### src/rtl/id_pipe_if.sv
// Fetch/decode/execute handshake bundle for the id_pipe decode stage.
// "master" is the surrounding pipeline; "slave" is the decode stage.
interface id_pipe_if #(
  parameter int NUM_FWD = 2
);
  logic                   in_valid;
  logic                   in_ready;
  logic [31:0]            pc;
  logic [31:0]            inst;
  logic                   re1;
  logic                   re2;
  logic [4:0]             raddr1;
  logic [4:0]             raddr2;
  logic [31:0]            rdata1;
  logic [31:0]            rdata2;
  logic [NUM_FWD-1:0]     fwd_we;
  logic [5*NUM_FWD-1:0]   fwd_waddr;
  logic [32*NUM_FWD-1:0]  fwd_wdata;
  logic [NUM_FWD-1:0]     fwd_is_load;
  logic                   out_valid;
  logic                   out_ready;
  logic [2:0]             alusel;
  logic [7:0]             aluop;
  logic                   we;
  logic [4:0]             waddr;
  logic [31:0]            opv1;
  logic [31:0]            opv2;
  logic                   illegal;

  modport master (
    output in_valid, pc, inst, rdata1, rdata2,
    output fwd_we, fwd_waddr, fwd_wdata, fwd_is_load, out_ready,
    input  in_ready, re1, re2, raddr1, raddr2,
    input  out_valid, alusel, aluop, we, waddr, opv1, opv2, illegal
  );

  modport slave (
    input  in_valid, pc, inst, rdata1, rdata2,
    input  fwd_we, fwd_waddr, fwd_wdata, fwd_is_load, out_ready,
    output in_ready, re1, re2, raddr1, raddr2,
    output out_valid, alusel, aluop, we, waddr, opv1, opv2, illegal
  );
endinterface

### src/rtl/id_pipe.sv
// RV32I integer-ALU decode stage with operand forwarding and load-use stall.
// Macro ID_PIPE_FWD_EN: defined = forwarded data used; undefined = any source match stalls.
module id_pipe #(
  parameter int NUM_FWD = 2
) (
  input logic      clk,
  input logic      rst,
  id_pipe_if.slave bus
);
  localparam logic [6:0] OPC_OP_IMM = 7'b0010011;
  localparam logic [6:0] OPC_OP     = 7'b0110011;
  localparam logic [6:0] OPC_LUI    = 7'b0110111;
  localparam logic [6:0] OPC_AUIPC  = 7'b0010111;

  localparam logic [2:0] SEL_NONE  = 3'd0;
  localparam logic [2:0] SEL_ARITH = 3'd1;
  localparam logic [2:0] SEL_LOGIC = 3'd2;
  localparam logic [2:0] SEL_SHIFT = 3'd3;

  localparam logic [7:0] OP_ADD  = 8'd0;
  localparam logic [7:0] OP_SUB  = 8'd1;
  localparam logic [7:0] OP_SLT  = 8'd2;
  localparam logic [7:0] OP_SLTU = 8'd3;
  localparam logic [7:0] OP_XOR  = 8'd4;
  localparam logic [7:0] OP_OR   = 8'd5;
  localparam logic [7:0] OP_AND  = 8'd6;
  localparam logic [7:0] OP_SLL  = 8'd7;
  localparam logic [7:0] OP_SRL  = 8'd8;
  localparam logic [7:0] OP_SRA  = 8'd9;

  // Returns {legal, alusel, aluop}; is_reg selects OP (register) funct7 rules over OP_IMM.
  function automatic logic [11:0] alu_decode(input logic [2:0] f3, input logic [6:0] f7,
                                             input logic is_reg);
    logic       ok;
    logic [2:0] sel;
    logic [7:0] op;
    logic       f7_zero;
    logic       f7_alt;
    f7_zero = (f7 == 7'b0000000);
    f7_alt  = (f7 == 7'b0100000);
    ok  = !is_reg || f7_zero;
    sel = SEL_ARITH;
    op  = OP_ADD;
    case (f3)
      3'b000: begin
        op = (is_reg && f7_alt) ? OP_SUB : OP_ADD;
        ok = !is_reg || f7_zero || f7_alt;
      end
      3'b001: begin sel = SEL_SHIFT; op = OP_SLL; ok = f7_zero; end
      3'b010: op = OP_SLT;
      3'b011: op = OP_SLTU;
      3'b100: begin sel = SEL_LOGIC; op = OP_XOR; end
      3'b101: begin
        sel = SEL_SHIFT;
        op  = f7_alt ? OP_SRA : OP_SRL;
        ok  = f7_zero || f7_alt;
      end
      3'b110: begin sel = SEL_LOGIC; op = OP_OR; end
      3'b111: begin sel = SEL_LOGIC; op = OP_AND; end
    endcase
    return {ok, sel, op};
  endfunction

  function automatic logic signed [31:0] imm_i(input logic [31:0] w);
    logic signed [11:0] s12;
    logic signed [31:0] s32;
    s12 = w[31:20];
    s32 = s12;
    return s32;
  endfunction

  logic [11:0] w_dec_i;
  logic [11:0] w_dec_r;
  logic        w_legal;
  logic        w_use1;
  logic        w_use2;
  logic        w_pc_op1;
  logic [2:0]  w_sel;
  logic [7:0]  w_op;
  logic [31:0] w_imm;
  logic [4:0]  w_raddr1;
  logic [4:0]  w_raddr2;
  logic        w_re1;
  logic        w_re2;
  logic        w_hit1;
  logic        w_hit2;
  logic        w_chk1;
  logic        w_chk2;
  logic        w_stall;
  logic        w_in_ready;
  logic        w_xfer;
  logic [31:0] w_src1;
  logic [31:0] w_src2;
  logic [31:0] w_opv1;
  logic [31:0] w_opv2;
`ifdef ID_PIPE_FWD_EN
  logic        w_load1;
  logic        w_load2;
  logic [31:0] w_fdata1;
  logic [31:0] w_fdata2;
`endif

  logic        r_vld_p1;
  logic [2:0]  r_alusel_p1;
  logic [7:0]  r_aluop_p1;
  logic        r_we_p1;
  logic [4:0]  r_waddr_p1;
  logic [31:0] r_opv1_p1;
  logic [31:0] r_opv2_p1;
  logic        r_illegal_p1;

  assign w_dec_i  = alu_decode(bus.inst[14:12], bus.inst[31:25], 1'b0);
  assign w_dec_r  = alu_decode(bus.inst[14:12], bus.inst[31:25], 1'b1);
  assign w_raddr1 = bus.inst[19:15];
  assign w_raddr2 = bus.inst[24:20];

  always_comb begin
    w_legal  = 1'b0;
    w_use1   = 1'b0;
    w_use2   = 1'b0;
    w_pc_op1 = 1'b0;
    w_sel    = SEL_NONE;
    w_op     = OP_ADD;
    w_imm    = '0;
    case (bus.inst[6:0])
      OPC_OP_IMM: begin
        w_legal = w_dec_i[11];
        w_sel   = w_dec_i[10:8];
        w_op    = w_dec_i[7:0];
        w_use1  = 1'b1;
        w_imm   = (w_dec_i[10:8] == SEL_SHIFT) ? {27'd0, bus.inst[24:20]} : imm_i(bus.inst);
      end
      OPC_OP: begin
        w_legal = w_dec_r[11];
        w_sel   = w_dec_r[10:8];
        w_op    = w_dec_r[7:0];
        w_use1  = 1'b1;
        w_use2  = 1'b1;
      end
      OPC_LUI, OPC_AUIPC: begin
        w_legal  = 1'b1;
        w_sel    = SEL_ARITH;
        w_op     = OP_ADD;
        w_pc_op1 = (bus.inst[6:0] == OPC_AUIPC);
        w_imm    = {bus.inst[31:12], 12'd0};
      end
      default: ;
    endcase
  end

  // Illegal words never enable a read, so they can never stall.
  assign w_re1  = w_legal && w_use1;
  assign w_re2  = w_legal && w_use2;
  assign w_chk1 = w_re1 && (w_raddr1 != 5'd0);
  assign w_chk2 = w_re2 && (w_raddr2 != 5'd0);

  // Walk from oldest to youngest so the lowest index wins.
  always_comb begin
    w_hit1 = 1'b0;
    w_hit2 = 1'b0;
`ifdef ID_PIPE_FWD_EN
    w_load1  = 1'b0;
    w_load2  = 1'b0;
    w_fdata1 = '0;
    w_fdata2 = '0;
`endif
    for (int i = NUM_FWD - 1; i >= 0; i--) begin
      if (bus.fwd_we[i] && (bus.fwd_waddr[5*i +: 5] == w_raddr1)) begin
        w_hit1 = 1'b1;
`ifdef ID_PIPE_FWD_EN
        w_load1  = bus.fwd_is_load[i];
        w_fdata1 = bus.fwd_wdata[32*i +: 32];
`endif
      end
      if (bus.fwd_we[i] && (bus.fwd_waddr[5*i +: 5] == w_raddr2)) begin
        w_hit2 = 1'b1;
`ifdef ID_PIPE_FWD_EN
        w_load2  = bus.fwd_is_load[i];
        w_fdata2 = bus.fwd_wdata[32*i +: 32];
`endif
      end
    end
  end

`ifdef ID_PIPE_FWD_EN
  assign w_stall = (w_chk1 && w_hit1 && w_load1) || (w_chk2 && w_hit2 && w_load2);
  assign w_src1  = !w_chk1 ? 32'd0 : (w_hit1 ? w_fdata1 : bus.rdata1);
  assign w_src2  = !w_chk2 ? 32'd0 : (w_hit2 ? w_fdata2 : bus.rdata2);
`else
  assign w_stall = (w_chk1 && w_hit1) || (w_chk2 && w_hit2);
  assign w_src1  = w_chk1 ? bus.rdata1 : 32'd0;
  assign w_src2  = w_chk2 ? bus.rdata2 : 32'd0;
`endif

  assign w_opv1 = w_re1 ? w_src1 : (w_pc_op1 ? bus.pc : 32'd0);
  assign w_opv2 = w_re2 ? w_src2 : (w_legal ? w_imm : 32'd0);

  assign w_in_ready = !rst && !w_stall && (!r_vld_p1 || bus.out_ready);
  assign w_xfer     = bus.in_valid && w_in_ready;

  // Stage boundary: decode (p0, combinational) -> execute handoff registers (p1).
  always_ff @(posedge clk) begin
    if (rst) begin
      r_vld_p1     <= 1'b0;
      r_alusel_p1  <= '0;
      r_aluop_p1   <= '0;
      r_we_p1      <= 1'b0;
      r_waddr_p1   <= '0;
      r_opv1_p1    <= '0;
      r_opv2_p1    <= '0;
      r_illegal_p1 <= 1'b0;
    end else if (w_xfer) begin
      r_vld_p1     <= 1'b1;
      r_alusel_p1  <= w_legal ? w_sel : SEL_NONE;
      r_aluop_p1   <= w_legal ? w_op : OP_ADD;
      r_we_p1      <= w_legal;
      r_waddr_p1   <= w_legal ? bus.inst[11:7] : 5'd0;
      r_opv1_p1    <= w_opv1;
      r_opv2_p1    <= w_opv2;
      r_illegal_p1 <= !w_legal;
    end else if (r_vld_p1 && bus.out_ready) begin
      r_vld_p1 <= 1'b0;
    end
  end

  assign bus.in_ready  = w_in_ready;
  assign bus.re1       = w_re1;
  assign bus.re2       = w_re2;
  assign bus.raddr1    = w_raddr1;
  assign bus.raddr2    = w_raddr2;
  assign bus.out_valid = r_vld_p1;
  assign bus.alusel    = r_alusel_p1;
  assign bus.aluop     = r_aluop_p1;
  assign bus.we        = r_we_p1;
  assign bus.waddr     = r_waddr_p1;
  assign bus.opv1      = r_opv1_p1;
  assign bus.opv2      = r_opv2_p1;
  assign bus.illegal   = r_illegal_p1;
endmodule

### src/flat_wrapper.sv
// flat-port wrapper written by rule: the top's interface ports become plain ports
module id_pipe_flat 
#(
  parameter int NUM_FWD = 2
)
  (clk, rst, bus_in_valid, bus_pc, bus_inst, bus_rdata1, bus_rdata2, bus_fwd_we, bus_fwd_waddr, bus_fwd_wdata, bus_fwd_is_load, bus_out_ready, bus_in_ready, bus_re1, bus_re2, bus_raddr1, bus_raddr2, bus_out_valid, bus_alusel, bus_aluop, bus_we, bus_waddr, bus_opv1, bus_opv2, bus_illegal);
  id_pipe_if #(.NUM_FWD(NUM_FWD)) bus_i ();
  input logic clk;
  input logic rst;
  input wire logic [$bits(bus_i.in_valid)-1:0] bus_in_valid;
  input wire logic [$bits(bus_i.pc)-1:0] bus_pc;
  input wire logic [$bits(bus_i.inst)-1:0] bus_inst;
  input wire logic [$bits(bus_i.rdata1)-1:0] bus_rdata1;
  input wire logic [$bits(bus_i.rdata2)-1:0] bus_rdata2;
  input wire logic [$bits(bus_i.fwd_we)-1:0] bus_fwd_we;
  input wire logic [$bits(bus_i.fwd_waddr)-1:0] bus_fwd_waddr;
  input wire logic [$bits(bus_i.fwd_wdata)-1:0] bus_fwd_wdata;
  input wire logic [$bits(bus_i.fwd_is_load)-1:0] bus_fwd_is_load;
  input wire logic [$bits(bus_i.out_ready)-1:0] bus_out_ready;
  output wire logic [$bits(bus_i.in_ready)-1:0] bus_in_ready;
  output wire logic [$bits(bus_i.re1)-1:0] bus_re1;
  output wire logic [$bits(bus_i.re2)-1:0] bus_re2;
  output wire logic [$bits(bus_i.raddr1)-1:0] bus_raddr1;
  output wire logic [$bits(bus_i.raddr2)-1:0] bus_raddr2;
  output wire logic [$bits(bus_i.out_valid)-1:0] bus_out_valid;
  output wire logic [$bits(bus_i.alusel)-1:0] bus_alusel;
  output wire logic [$bits(bus_i.aluop)-1:0] bus_aluop;
  output wire logic [$bits(bus_i.we)-1:0] bus_we;
  output wire logic [$bits(bus_i.waddr)-1:0] bus_waddr;
  output wire logic [$bits(bus_i.opv1)-1:0] bus_opv1;
  output wire logic [$bits(bus_i.opv2)-1:0] bus_opv2;
  output wire logic [$bits(bus_i.illegal)-1:0] bus_illegal;
  assign bus_i.in_valid = bus_in_valid;
  assign bus_i.pc = bus_pc;
  assign bus_i.inst = bus_inst;
  assign bus_i.rdata1 = bus_rdata1;
  assign bus_i.rdata2 = bus_rdata2;
  assign bus_i.fwd_we = bus_fwd_we;
  assign bus_i.fwd_waddr = bus_fwd_waddr;
  assign bus_i.fwd_wdata = bus_fwd_wdata;
  assign bus_i.fwd_is_load = bus_fwd_is_load;
  assign bus_i.out_ready = bus_out_ready;
  assign bus_in_ready = bus_i.in_ready;
  assign bus_re1 = bus_i.re1;
  assign bus_re2 = bus_i.re2;
  assign bus_raddr1 = bus_i.raddr1;
  assign bus_raddr2 = bus_i.raddr2;
  assign bus_out_valid = bus_i.out_valid;
  assign bus_alusel = bus_i.alusel;
  assign bus_aluop = bus_i.aluop;
  assign bus_we = bus_i.we;
  assign bus_waddr = bus_i.waddr;
  assign bus_opv1 = bus_i.opv1;
  assign bus_opv2 = bus_i.opv2;
  assign bus_illegal = bus_i.illegal;
  id_pipe #(.NUM_FWD(NUM_FWD)) u_core (.clk(clk), .rst(rst), .bus(bus_i));
endmodule
### config.mk
export PLATFORM = sky130hd
export DESIGN_NAME = id_pipe_flat
export DESIGN_NICKNAME = d
export VERILOG_FILES = /design/src/rtl/id_pipe_if.sv /design/src/rtl/id_pipe.sv /design/src/flat_wrapper.sv
export SDC_FILE = /design/constraint.sdc
export NUM_CORES = 1
export LEC_CHECK = 0
export ABC_AREA = 0
export CAP_MARGIN = 10
export CORE_MARGIN = 3
export CORE_UTILIZATION = 36
export DETAILED_ROUTE_END_ITERATION = 7
export PLACE_DENSITY = 0.92
export SLEW_MARGIN = 20
export SYNTH_ARGS = -nofsm -noshare
export SYNTH_HDL_FRONTEND = slang
export SYNTH_SLANG_ARGS = --single-unit
### constraint.sdc
create_clock -name clk -period 2.78 [get_ports clk]
set_input_delay 0.556 -clock clk [delete_from_list [all_inputs] [get_ports clk]]
set_output_delay 0.556 -clock clk [all_outputs]
set_load 0.01 [all_outputs]
==> metrics.md <==
| Metric | Value |
|---|---|
| Startpoint types | `input port` |
| Post-layout util | `0.641` |
| DR iter-0 viols | `408` |
| IO Pins | `306` |
| Clk_skew | `between 0.005 and 0.006 ns` |
| Final setup margin | `between 0.04 and 0.05 ns` |
| Drt pass-1 iters | `5` |
| CTS Buffer Depth | `2` |
| Netlist Area Pre-Place | `between 0.004 and 0.005 mm²` |
| Netlist cell types | `between 50 and 60` |
| Vias in the first global route | `5,279` |
| Most frequent cells in the layout | `clkdlybuf4s50_1, a21oi_1, dfxtp_1` |
| Final worst path period need | `roughly 2.7 ns` |
| Rel. slew slack | `0.336` |
| PD cells | `between 400 and 500 mW/mm²` |
| TritonCTS buffer count | `9` |
| Share of cells above drive strength 1 | `0.198` |
| Drt total wl | `17,700 µm` |
| Post-DRT Antenna Nets | `0` |
| Setup CP Type | `input port to flop` |
| Setup Slack @ Placement | `-0.550 ns` |
| Antenna violations before repair | `0` |
| Worst-path maximum fanout | `32` |
| Synth Area per Inst | `8.62 µm²` |
| Clock Tree Root | `clkbuf_16` |
| Largest net degree at the start of global routing | `between 60 and 70` |
| Final Power | `0.00340 W` |
| Post-CTS setup buffers | `0` |
| Async set-or-reset flop fraction in the synthesized netlist | `0` |
| Max IR drop VDD | `0.348 mV` |
| Sinks on Clock Net | `78` |
| Hold Crit Class | `flop to flop` |
| Setup-failing EPs final | `0` |
| Cell Rows | `40` |
| Fill cell count | `about 1k` |
| Post-DP HPWL | `between 10,000 and 15,000 µm` |
| H-tree lvl count | `3` |
| Final Hold Fails | `0` |
| RSZ-0062 raised after global routing | `yes` |
| Data required, critical path | `3.05 ns` |
| Max-cap violation count | `0` |
| DRC | `0` |
| Multi-input gate area | `0.00260 mm²` |
| Crit end category | `flop` |
| Die area | `roughly 0.014 mm²` |
| Post-layout nets | `988` |
| Worst-Margin Slew | `between 0.9 and 1 ns` |
| Yosys reg bits | `about 80` |
| Gp weighted congestion | `0.931` |
| All-layer global routing usage | `0.250` |
| Slew Limit Fails | `0` |
| Post-route cell area | `around 0.0078 mm²` |
| Outcome | `finished, final reports clean` |
| WP data arrival | `approximately 3.0 ns` |
| Core area | `roughly 0.012 mm²` |
| Sequential standard cell area | `~0.0016 mm²` |
| Number of enable flip-flop cells after synthesis | `0` |
| Sequential-to-total area share from yosys stat | `0.348` |
| Grt total ovfl | `0` |
| Antenna diodes | `0` |
| Die H | `around 120 µm` |
| CTS tree | `done` |
| Placed cell areas | `between 0.007 and 0.008 mm²` |
| Fmax | `approximately 370 MHz` |
| Initial Util | `0.371` |
| First-pass GRT wire length | `about 28,000 µm` |
| Clock latency on the worst-skew pair | `between 0.3 and 0.4 ns` |
| Fin crit share | `0.983` |
| Hold-fix buffer count after cts | `0` |
| Synth Instances | `between 500 and 600` |
| Layout area overhead | `72.7%` |
| Top_reg_cell synth | `dfxtp_1` |
| Routed vias/inst | `approximately 5.4` |
| Clk slew on worst S/H paths | `about 0.06 ns` |
| YS warnings | `0` |
| Die width | `between 100 and 150 µm` |
| Wire length per cell | `~19 µm` |
| Total number of vias | `~5.2k` |
| Most common cell after layout, fill and taps aside | `clkdlybuf4s50_1` |
| LEAKAGE | `2.75 nW` |
| Port buffer count | `roughly 230` |
[cells by family (layout without fill, tap and decap cells)]
family	count (synthesis)	after routing	share of synthesized area
AOI/OAI and AO/OA	224	224	0.377
and+or+nand+nor	122	122	0.140
DFF	78	78	0.348
buffers and inverters	73	331	0.0899
xor gates and xnor gates	22	22	0.0429
other	1	5	0.000835
muxes	1	1	0.00223
[registers in the layout, summed over array words and instances, names as in the netlist]
register,cells
u_core.bus.aluop,4
u_core.bus.out_valid,1
u_core.bus.we,1
u_core.bus.alusel,2
u_core.bus.waddr,5
u_core.bus.opv1,32
u_core.bus.opv2,32
u_core.bus.illegal,1
[metrics by stage]
stage / hold slack [ns] / instances / TNS (ns)
2_1_floorplan: 0.473 / 525 / 0
3_3_place_gp: 0.455 / 935 / -13.78
3_5_place_dp: 0.466 / 935 / -18.27
4_1_cts: 0.473 / 951 / -0.0320
5_1_grt: 0.497 / 951 / -0.0133
6_report: 0.475 / 951 / 0
[routing by layer]
metal | global-route usage | share of wire
met1 | 0.307 | 0.40
met2 | 0.417 | 0.49
met3 | 0.0658 | 0.074
met4 | 0.0996 | 0.031
met5 | 0 | 0
[cell usage after synthesis, types with 2 or more instances]
library cell | count | area (µm²)
nor4_1 | 5 | 31.3
a21oi_1 | 83 | 415
a31o_2 | 2 | 17.5
a211o_1 | 4 | 35.0
buf_2 | 15 | 75.1
clkbuf_1 | 22 | 82.6
buf_6 | 6 | 67.6
a211oi_2 | 39 | 488
nand4_1 | 2 | 12.5
nor2_4 | 3 | 33.8
buf_4 | 17 | 128
xnor2_1 | 13 | 114
o211ai_1 | 15 | 113
inv_1 | 10 | 37.5
o31ai_1 | 3 | 22.5
nor2b_1 | 2 | 12.5
nor3_1 | 3 | 15.0
dfxtp_1 | 78 | 1560
nor4_2 | 2 | 25.0
nor3_2 | 2 | 20.0
a311oi_1 | 9 | 78.8
xor2_1 | 9 | 78.8
o21ai_0 | 18 | 90.1
nand2_1 | 66 | 248
o21ai_1 | 2 | 10.0
nand2b_1 | 3 | 18.8
or4_1 | 2 | 15.0
nor2_1 | 9 | 33.8
a211oi_1 | 7 | 52.6
nand3_1 | 15 | 75.1
a22oi_1 | 32 | 240
[final timing paths]
check	startpoint	end	slack (ns)	depth (start not counted)
setup / recovery	bus_inst[13]	u_core.bus.opv1[13]$_SDFFE_PP0P_	0.05	9
hold / removal	u_core.bus.opv2[26]$_SDFFE_PP0P_	u_core.bus.opv2[26]$_SDFFE_PP0P_	0.48	2
setup reg to reg	u_core.bus.out_valid$_SDFFE_PP0P_	u_core.bus.opv2[0]$_SDFFE_PP0P_	1.27	6
hold reg to reg	u_core.bus.opv2[26]$_SDFFE_PP0P_	u_core.bus.opv2[26]$_SDFFE_PP0P_	0.48	2
[critical path, cell delays in order]
cell,delay (ns)
clkdlybuf4s50_1,0.53
nor2b_2,0.07
buf_4,0.16
o221ai_2,0.20
o211ai_4,0.13
buf_4,0.18
nor2_4,0.61
a22oi_1,0.29
a211oi_2,0.25
[power by group]
part | internal (W) | switching, W
clock network | 0.000991 | 0.000491
logic | 0.000420 | 0.000304
registers | 0.00117 | 0.0000273
total | 0.00258 | 0.000822
[layout make-up]
class / instances / share of cell area
clock buffer: 10 / 0.0308
clock inverter: 6 / 0.0171
inverter: 12 / 0.00613
multi-input combinational: 374 / 0.335
sequential: 78 / 0.201
tap: 168 / 0.0271
timing repair buffer: 303 / 0.383
[timing repair]
item                       CTS  global route
setup endpoints to repair    3            50
resized for setup           12            12
pin swaps                    2             6
No activity file was read; power rests on OpenSTA's default activity.
